File: src/rtl/axi_llc_pkg.sv
// axi_llc_pkg: shared constants and route FSM states for the LLC miss router
package axi_llc_pkg;
   localparam int unsigned UseIdBits        = 2;
   localparam int unsigned MissCntWidth     = 4;
   localparam int unsigned MissCntMaxWWidth = 5;
   typedef enum logic [1:0] {IDLE, HOLD_HIT, HOLD_MISS, FLUSH} route_state_e;
endpackage

File: src/rtl/axi_llc_miss_route_cnt.sv
// axi_llc_miss_route_cnt: per-ID and write-order outstanding-miss counters
module axi_llc_miss_route_cnt
   import axi_llc_pkg::*;
#(
   parameter int unsigned IdxWidth  = UseIdBits,
   parameter int unsigned CntWidth  = MissCntWidth,
   parameter int unsigned WCntWidth = MissCntMaxWWidth,
   localparam int unsigned NoCnt    = 2**IdxWidth
) (
   input  logic                           clk_i,
   input  logic                           rst_ni,
   input  logic                           up_valid_i,
   input  logic [IdxWidth-1:0]            up_idx_i,
   input  logic                           up_rw_i,
   input  logic                           dn_valid_i,
   input  logic [IdxWidth-1:0]            dn_idx_i,
   input  logic                           dn_rw_i,
   output logic [NoCnt-1:0][CntWidth-1:0] cnt_o,
   output logic [WCntWidth-1:0]           wcnt_o,
   output logic                           all_zero_o,
   output logic [NoCnt-1:0]               cnt_max_o,
   output logic                           wcnt_max_o
);
   logic [CntWidth-1:0]  r_cnt [NoCnt];
   logic [WCntWidth-1:0] r_wcnt;
   logic                 w_wup, w_wdn;
   for (genvar g = 0; g < NoCnt; g++) begin : g_cnt
      logic w_up, w_dn;
      assign w_up = up_valid_i && (up_idx_i == IdxWidth'(g));
      assign w_dn = dn_valid_i && (dn_idx_i == IdxWidth'(g));
      // simultaneous up and down cancel; a down at zero is absorbed
      always_ff @(posedge clk_i) begin
         if (!rst_ni) r_cnt[g] <= '0;
         else if (w_up && !w_dn) r_cnt[g] <= r_cnt[g] + 1'b1;
         else if (w_dn && !w_up && r_cnt[g] != '0) r_cnt[g] <= r_cnt[g] - 1'b1;
         if (rst_ni) assert (!(w_dn && !w_up && r_cnt[g] == '0));
      end
      assign cnt_o[g]     = r_cnt[g];
      assign cnt_max_o[g] = &r_cnt[g];
   end
   assign w_wup = up_valid_i && up_rw_i;
   assign w_wdn = dn_valid_i && dn_rw_i;
   always_ff @(posedge clk_i) begin
      if (!rst_ni) r_wcnt <= '0;
      else if (w_wup && !w_wdn) r_wcnt <= r_wcnt + 1'b1;
      else if (w_wdn && !w_wup && r_wcnt != '0) r_wcnt <= r_wcnt - 1'b1;
      if (rst_ni) assert (!(w_wdn && !w_wup && r_wcnt == '0));
   end
   assign wcnt_o     = r_wcnt;
   assign wcnt_max_o = &r_wcnt;
   assign all_zero_o = ~|{cnt_o, wcnt_o};
endmodule

File: src/rtl/axi_llc_miss_route_ctrl.sv
// axi_llc_miss_route_ctrl: steers looked-up LLC descriptors to hit or miss pipeline, with ordering stalls and flush drain.
// Optional AXI_LLC_MISS_ROUTE_PERF_EN adds saturating hit/miss/stall performance counters.
module axi_llc_miss_route_ctrl
   import axi_llc_pkg::*;
#(
   parameter int unsigned IdWidth          = 4,
   parameter int unsigned UseIdBits        = axi_llc_pkg::UseIdBits,
   parameter int unsigned MissCntWidth     = axi_llc_pkg::MissCntWidth,
   parameter int unsigned MissCntMaxWWidth = axi_llc_pkg::MissCntMaxWWidth
) (
   input  logic               clk_i,
   input  logic               rst_ni,
   input  logic               desc_valid_i,
   output logic               desc_ready_o,
   input  logic [IdWidth-1:0] desc_id_i,
   input  logic               desc_rw_i,
   input  logic               desc_hit_i,
   output logic               hit_valid_o,
   input  logic               hit_ready_i,
   output logic               miss_valid_o,
   input  logic               miss_ready_i,
   output logic [IdWidth-1:0] out_id_o,
   output logic               out_rw_o,
   input  logic               miss_done_i,
   input  logic [IdWidth-1:0] miss_done_id_i,
   input  logic               miss_done_rw_i,
   input  logic               flush_req_i,
   output logic               flush_ack_o,
`ifdef AXI_LLC_MISS_ROUTE_PERF_EN
   output logic [31:0]        perf_hit_o,
   output logic [31:0]        perf_miss_o,
   output logic [31:0]        perf_stall_o,
   output logic               idle_o
`else
   output logic               idle_o
`endif
);
   localparam int unsigned NoCounters = 2**UseIdBits;
   route_state_e                             r_state;
   logic                                     r_hit_valid, r_miss_valid, r_out_rw, r_flush_ack;
   logic [IdWidth-1:0]                       r_out_id;
   logic [UseIdBits-1:0]                     w_idx;
   logic [NoCounters-1:0][MissCntWidth-1:0]  w_cnt;
   logic [MissCntMaxWWidth-1:0]              w_wcnt;
   logic [NoCounters-1:0]                    w_cnt_max;
   logic                                     w_wcnt_max, w_all_zero, w_to_miss, w_stall, w_accept;
   logic                                     w_done_id_unused;
   assign w_idx            = desc_id_i[UseIdBits-1:0];
   assign w_done_id_unused = ^miss_done_id_i[IdWidth-1:UseIdBits];
   // a hit must still queue behind older misses of its ID, and writes behind any write miss
   assign w_to_miss    = ~desc_hit_i | (w_cnt[w_idx] != '0) | (desc_rw_i & (w_wcnt != '0));
   assign w_stall      = w_to_miss & (w_cnt_max[w_idx] | (desc_rw_i & w_wcnt_max));
   assign desc_ready_o = (r_state == IDLE) & ~w_stall & ~flush_req_i;
   assign w_accept     = desc_valid_i & desc_ready_o;
   axi_llc_miss_route_cnt #(
      .IdxWidth  (UseIdBits),
      .CntWidth  (MissCntWidth),
      .WCntWidth (MissCntMaxWWidth)
   ) u_cnt (
      .clk_i      (clk_i),
      .rst_ni     (rst_ni),
      .up_valid_i (w_accept & w_to_miss),
      .up_idx_i   (w_idx),
      .up_rw_i    (desc_rw_i),
      .dn_valid_i (miss_done_i),
      .dn_idx_i   (miss_done_id_i[UseIdBits-1:0]),
      .dn_rw_i    (miss_done_rw_i),
      .cnt_o      (w_cnt),
      .wcnt_o     (w_wcnt),
      .all_zero_o (w_all_zero),
      .cnt_max_o  (w_cnt_max),
      .wcnt_max_o (w_wcnt_max)
   );
   always_ff @(posedge clk_i) begin
      if (!rst_ni) begin
         r_state      <= IDLE;
         r_hit_valid  <= 1'b0;
         r_miss_valid <= 1'b0;
         r_out_id     <= '0;
         r_out_rw     <= 1'b0;
         r_flush_ack  <= 1'b0;
      end else begin
         r_flush_ack <= 1'b0;
         case (r_state)
            IDLE:
               if (flush_req_i) r_state <= FLUSH;
               else if (w_accept) begin
                  r_out_id     <= desc_id_i;
                  r_out_rw     <= desc_rw_i;
                  r_hit_valid  <= ~w_to_miss;
                  r_miss_valid <= w_to_miss;
                  r_state      <= w_to_miss ? HOLD_MISS : HOLD_HIT;
               end
            HOLD_HIT:
               if (hit_ready_i) begin
                  r_hit_valid <= 1'b0;
                  r_state     <= IDLE;
               end
            HOLD_MISS:
               if (miss_ready_i) begin
                  r_miss_valid <= 1'b0;
                  r_state      <= IDLE;
               end
            FLUSH:
               if (w_all_zero) begin
                  r_flush_ack <= 1'b1;
                  r_state     <= IDLE;
               end
            default: r_state <= IDLE;
         endcase
      end
   end
   assign hit_valid_o  = r_hit_valid;
   assign miss_valid_o = r_miss_valid;
   assign out_id_o     = r_out_id;
   assign out_rw_o     = r_out_rw;
   assign flush_ack_o  = r_flush_ack;
   assign idle_o       = w_all_zero & (r_state inside {IDLE, FLUSH});
`ifdef AXI_LLC_MISS_ROUTE_PERF_EN
   logic [31:0] r_perf_hit, r_perf_miss, r_perf_stall;
   logic        w_stall_cycle;
   assign w_stall_cycle = (r_state == IDLE) & desc_valid_i & ~desc_ready_o;
   always_ff @(posedge clk_i) begin
      if (!rst_ni) begin
         r_perf_hit   <= '0;
         r_perf_miss  <= '0;
         r_perf_stall <= '0;
      end else begin
         if (w_accept & ~w_to_miss & ~&r_perf_hit) r_perf_hit <= r_perf_hit + 1'b1;
         if (w_accept & w_to_miss & ~&r_perf_miss) r_perf_miss <= r_perf_miss + 1'b1;
         if (w_stall_cycle & ~&r_perf_stall) r_perf_stall <= r_perf_stall + 1'b1;
      end
   end
   assign perf_hit_o   = r_perf_hit;
   assign perf_miss_o  = r_perf_miss;
   assign perf_stall_o = r_perf_stall;
`endif
endmodule

File: config.mk
export PLATFORM = sky130hd
export DESIGN_NAME = axi_llc_miss_route_ctrl
export DESIGN_NICKNAME = d
export VERILOG_FILES = /design/src/rtl/axi_llc_pkg.sv /design/src/rtl/axi_llc_miss_route_cnt.sv /design/src/rtl/axi_llc_miss_route_ctrl.sv
export SDC_FILE = /design/constraint.sdc
export NUM_CORES = 1
export LEC_CHECK = 0
export BUFFER_PORTS_ARGS = -buffer_cell sky130_fd_sc_hd__buf_2
export CAP_MARGIN = 20
export CORE_MARGIN = 2
export CORE_UTILIZATION = 42
export DETAILED_ROUTE_END_ITERATION = 10
export GPL_ROUTABILITY_DRIVEN = 0
export PLACE_DENSITY = 0.62
export SYNTH_ARGS = -nofsm -noshare
export SYNTH_HDL_FRONTEND = slang
export SYNTH_SLANG_ARGS = --single-unit
export TNS_END_PERCENT = 20
File: constraint.sdc
create_clock -name clk_i -period 4.4 [get_ports clk_i]
set_input_delay 0.88 -clock clk_i [delete_from_list [all_inputs] [get_ports clk_i]]
set_output_delay 0.88 -clock clk_i [all_outputs]
set_load 0.005 [all_outputs]
# Word-level counts from Yosys, hierarchy flattened
# Memory sizes are Yosys's and may differ from the RTL's.
# Cells that the tools add are included.
# totals
reg_bits	15
output_inout_bits	10
elab_cells	176
ramBits	16
latchBits	0
in_bits	18
n_memories	1
rom_bits	0
# mem_list
memory	words	word_bits	read_ports	rd_clocked_by_memory_dff	wr	line_no	source
u_cnt.r_cnt	4	4	4	0	4	axi_llc_miss_route_cnt.sv:24	logic [CntWidth-1:0] r_cnt [NoCnt];
# op_classes
n_reduce_logical	60
add_sub_neg	10
n_bitwise	23
magnitude_cmp	1
shift	0
n_div	0
n_mux	59
eq_ne	15
multipliers	0
# op_table
operator	count
1-bit 2-to-1 mux	37
4-bit 2-to-1 mux	9
4-bit AND reduction	7
1-bit logical AND	25
21-bit OR reduction	1
4-bit nonzero test	5
4-bit by 1-bit adder with 4-bit output (second input constant)	4
4-bit by 1-bit subtractor with 4-bit output (second input constant)	4
2-bit equality test (second input constant)	6
2-bit 2-to-1 mux	6
1-bit logical NOT	11
1-bit OR	11
5-bit 2-to-1 mux	2
2-bit != test (second input constant)	5
1-bit bitwise AND	8
4-bit binary-select mux with 2-bit select	1
2-bit case mux with 4 select lines	1
2-bit nonzero test	4
2-bit by 1-bit equality test with 1-bit output (second input constant)	3
2-bit logical NOT	3
5-bit by 1-bit adder with 5-bit output (second input constant)	1
5-bit AND reduction	1
5-bit nonzero test	1
5-bit by 1-bit subtractor with 5-bit output (second input constant)	1
7 further kinds	11

# Logic depth before layout (Yosys ltp)
# logic_depth
word_depth	20
mapped_depth	15
ltp_nobuf	14

# Hierarchy
# A second synthesis with hierarchy kept.
# hier_totals
hier_cells	272
area_unflattened_um2	2389.8
# by_module_without_submodules
module	cells_per_inst	area_each_um2	n_inst	seq_area_each_um2
axi_llc_miss_route_cnt	177	1615.3	1	580.6
axi_llc_miss_route_ctrl	95	774.5	1	200.2

# Least setup slack after synthesis
# Ideal clock, no wire load.
# synth_path
path_type	in2reg
start	input port desc_id_i[0]
end	memory u_cnt.r_cnt[1][3] (netlist name), data pin
setup_slack_ps	920
setup_time_ps	256
stages	13
required_time_ps	4144
t_arrival_ps	3225
n_path_buf	2
path_cell_list	buf_2 mux4_2 nand3_2 buf_2 o31a_1 nand2_1 inv_1 ha_1 a21o_1 a21oi_1 xnor2_1 mux2i_1 nor2b_1
# synth_lines
element	line_no	source
from (decl)	axi_llc_miss_route_ctrl.sv:15	input logic [IdWidth-1:0] desc_id_i,
to (decl)	axi_llc_miss_route_cnt.sv:24	

==> results.md <==
- Clk pin slew, worst setup/hold paths: 60 ps
- Achievable frequency: 287 MHz
- First-pass GRT wire length: 9.40 mm
- Area of the multi-input gates: between 1500 and 2000 um^2
- Die H: 82.2 um
- Cell family with most CP delay: compound AO/OA/AOI/OAI gates
- Overall routed net length: between 5 and 6 mm
- Hold Crit Class: flop to flop
- Register area: approximately 780 um^2
- Max Slew Vio Count: 0
- DR iter-0 viols: 69
- N_diodes: 0
- Worst Path Required: 4430 ps
- Fin cells: 376
- Cells along the critical path: buf_2, nand2b_1, o22ai_1, a2111oi_4, o31a_1, nand2_1, inv_1, ha_1, a21o_1, a21oi_1, xnor2_1, mux2i_1, nor2b_1
- Synth-to-Final Area Change: 9.06%
- Critical path endpoint category: flop
- Dpl ws: 654 ps
- Number of vias per cell: 5.67
- Final instance area: 2800 um^2
- Initial Utilization: a little over two fifths
- DP HPWL: 4.16 mm
- First-pass DRT Iterations: 4
- Share of cells above drive strength 1: 19.3%
- Final period utilization: between 70% and 80%
- Placed cells: 368
- Die area: 6750 um^2
- Area after DPL: 2710 um^2
- Power Density: 405 nW/um^2
- Final setup fails: 0
- Max stage delay on crit path: slightly below 600 ps
- Avg WL per Cell: 14.6 um
- H-Tree Depth: 2
- Syn Area/Cell: 9.17 um^2
- Routed Antenna Nets: 0
- Site Rows: 28
- Most frequent cells in the layout: nand2_1 (30), buf_2 (25), inv_1 (21)
- Status: finished, final reports clean
- Die Wd: ~80 um
- Sequential share of the synthesized area: 30.4%
- Fillers: 584
- Worst VDD drop: 0.196 mV
- Worst Slack Setup Final: between 900 and 1000 ps
- Post-layout net count: 335
- Initial antenna violation count: 0
- Cells after synthesis: 280
- Buffers on Ports: 25
- Final hold violation count: 0
- CP bufs+invs: 2
- Leakage: 1.13 nW
- Largest net degree at the start of global routing: 38
- RSZ-0062 raised after global routing: false
- Post-cts resize count: 0
- Max Cap Viol: 0
- Worst-Skew Late Latency: 280 ps
- Via count: 2131
- EDFF count, synth: 16
- Crit path time final: 3480 ps
- CTS sink cnt: 31
- Final Util: 47.3%
- Synth cell types: 66
- Clk_skew: 9.63 ps
- Number of remaining DRC errors: 0
- Critical path type: input port to flop
- # hold bufs at CTS: 0
- Core area: 5920 um^2
- Crit path DAT: 3510 ps
- Worst slew pin tran: between 600 and 700 ps
- Worst-path fanout max: 9
- Worst slew margin: 58.1%
- Total gr overflow: 0
- Synth Cell Area: 2570 um^2
- Num CTS Buffers: 5
- Main synth FF type: edfxtp_1
- Post-CTS setup buffer count: 0
- Most common cell after layout, fill and taps aside: nand2_1
- Critical path launch point type: input port
- I/O pin count: 28
- GRT Total Usage: 18.0%
- Syn nets: 315
- Root Buffer: clkbuf_8
- TNS Setup: 0 ps
- Synthesis warning total: 0
- Critical Path Slowest Stage Cell: a2111oi_4
- Longest Clk Path Bufs: 2
- Ys async rst share: 0%
- Vias in the first global route: 1944
- CTS tree: built
- Synth Register Bits: 31
==> synth_stat cells, types with 4 or more instances <==
library cell	n	area [um^2]
a21boi_0	6	45.0
a21oi_1	12	60.1
a221oi_1	4	35.0
and2_1	6	37.5
and3_1	5	31.3
buf_2	4	20.0
buf_6	4	45.0
clkbuf_1	5	18.8
dfxtp_1	15	300
edfxtp_1	16	480
ha_1	15	188
inv_1	21	78.8
mux2i_1	9	90.1
nand2_1	30	113
nand2b_1	7	43.8
nand3_1	13	65.1
nand4_1	5	31.3
nor2_1	17	63.8
nor2b_1	4	25.0
nor4_2	5	62.6
o21ai_0	4	20.0
o21ai_1	7	35.0
xnor2_1	4	35.0
==> worst register-to-register path, delay by kind of cell, from the launching register on <==
kind	cells	cell delay (ps)
AOI/OAI and AO/OA	5	1380
xor gates and xnor gates	1	150
adders and majority gates	1	230
buffers and inverters	1	130
DFF	1	530
muxes	1	200
and+or+nand+nor	3	570
==> cell type report <==
| type | count | area share, % |
|---|---|---|
| inverters | 22 | 2.95 |
| multi-input cells | 213 | 57.6 |
| flip-flops and latches | 31 | 27.9 |
| repair buffers | 27 | 5.00 |
| clock buffers | 7 | 3.08 |
| well taps | 75 | 3.35 |
| clock inverters | 1 | 0.134 |
==> cells by family (layout without fill, tap and decap cells) <==
logic type / count (synthesis) / in the layout / synth area share, %
and+or+nand+nor: 110 / 110 / 24.0
xor gates and xnor gates: 5 / 5 / 1.71
AOI/OAI and AO/OA: 69 / 69 / 22.1
muxes: 12 / 12 / 6.14
buffers and inverters: 36 / 57 / 6.77
adders and majority gates: 17 / 17 / 8.87
DFF: 31 / 31 / 30.4
==> state kept, by name, indices dropped and copies added, names as in the netlist <==
register / flops
u_cnt.r_cnt: 16
r_state: 2
miss_valid_o: 1
hit_valid_o: 1
flush_ack_o: 1
out_rw_o: 1
u_cnt.wcnt_o: 5
out_id_o: 4
==> metal layers <==
layer	global-route usage [%]	up-vias	share of wire, %
met5	0	-	0
met4	5.17	0	0.85
met3	3.04	4	3.2
met2	27.9	37	48
met1	25.7	1016	48
li1	-	1074	-
==> power by group <==
part	leakage, nW	internal [mW]	switching [mW]
Combinational	0.793	0.219	0.264
Sequential	0.289	0.360	0.0615
Clock	0.0459	0.125	0.103
Total	1.13	0.704	0.429
==> path summary, 6_finish.rpt <==
kind	to	startpoint	slack, ps	depth (start not counted)
hold / removal	out_id_o[3]	out_id_o[3]	460	2
setup / recovery	u_cnt.r_cnt[1][3]	desc_id_i[0]	920	13
hold reg to reg	out_id_o[3]	out_id_o[3]	460	2
setup reg to reg	u_cnt.r_cnt[1][3]	u_cnt.r_cnt[0][2]	960	12
==> stage by stage <==
step	hold WS, ps	power [mW]
2_1_floorplan	460	0.813
3_3_place_gp	452	0.903
3_5_place_dp	456	0.911
4_1_cts	465	1.15
5_1_grt	483	1.23
6_report	460	1.13
(Power assumes the default switching activity.)
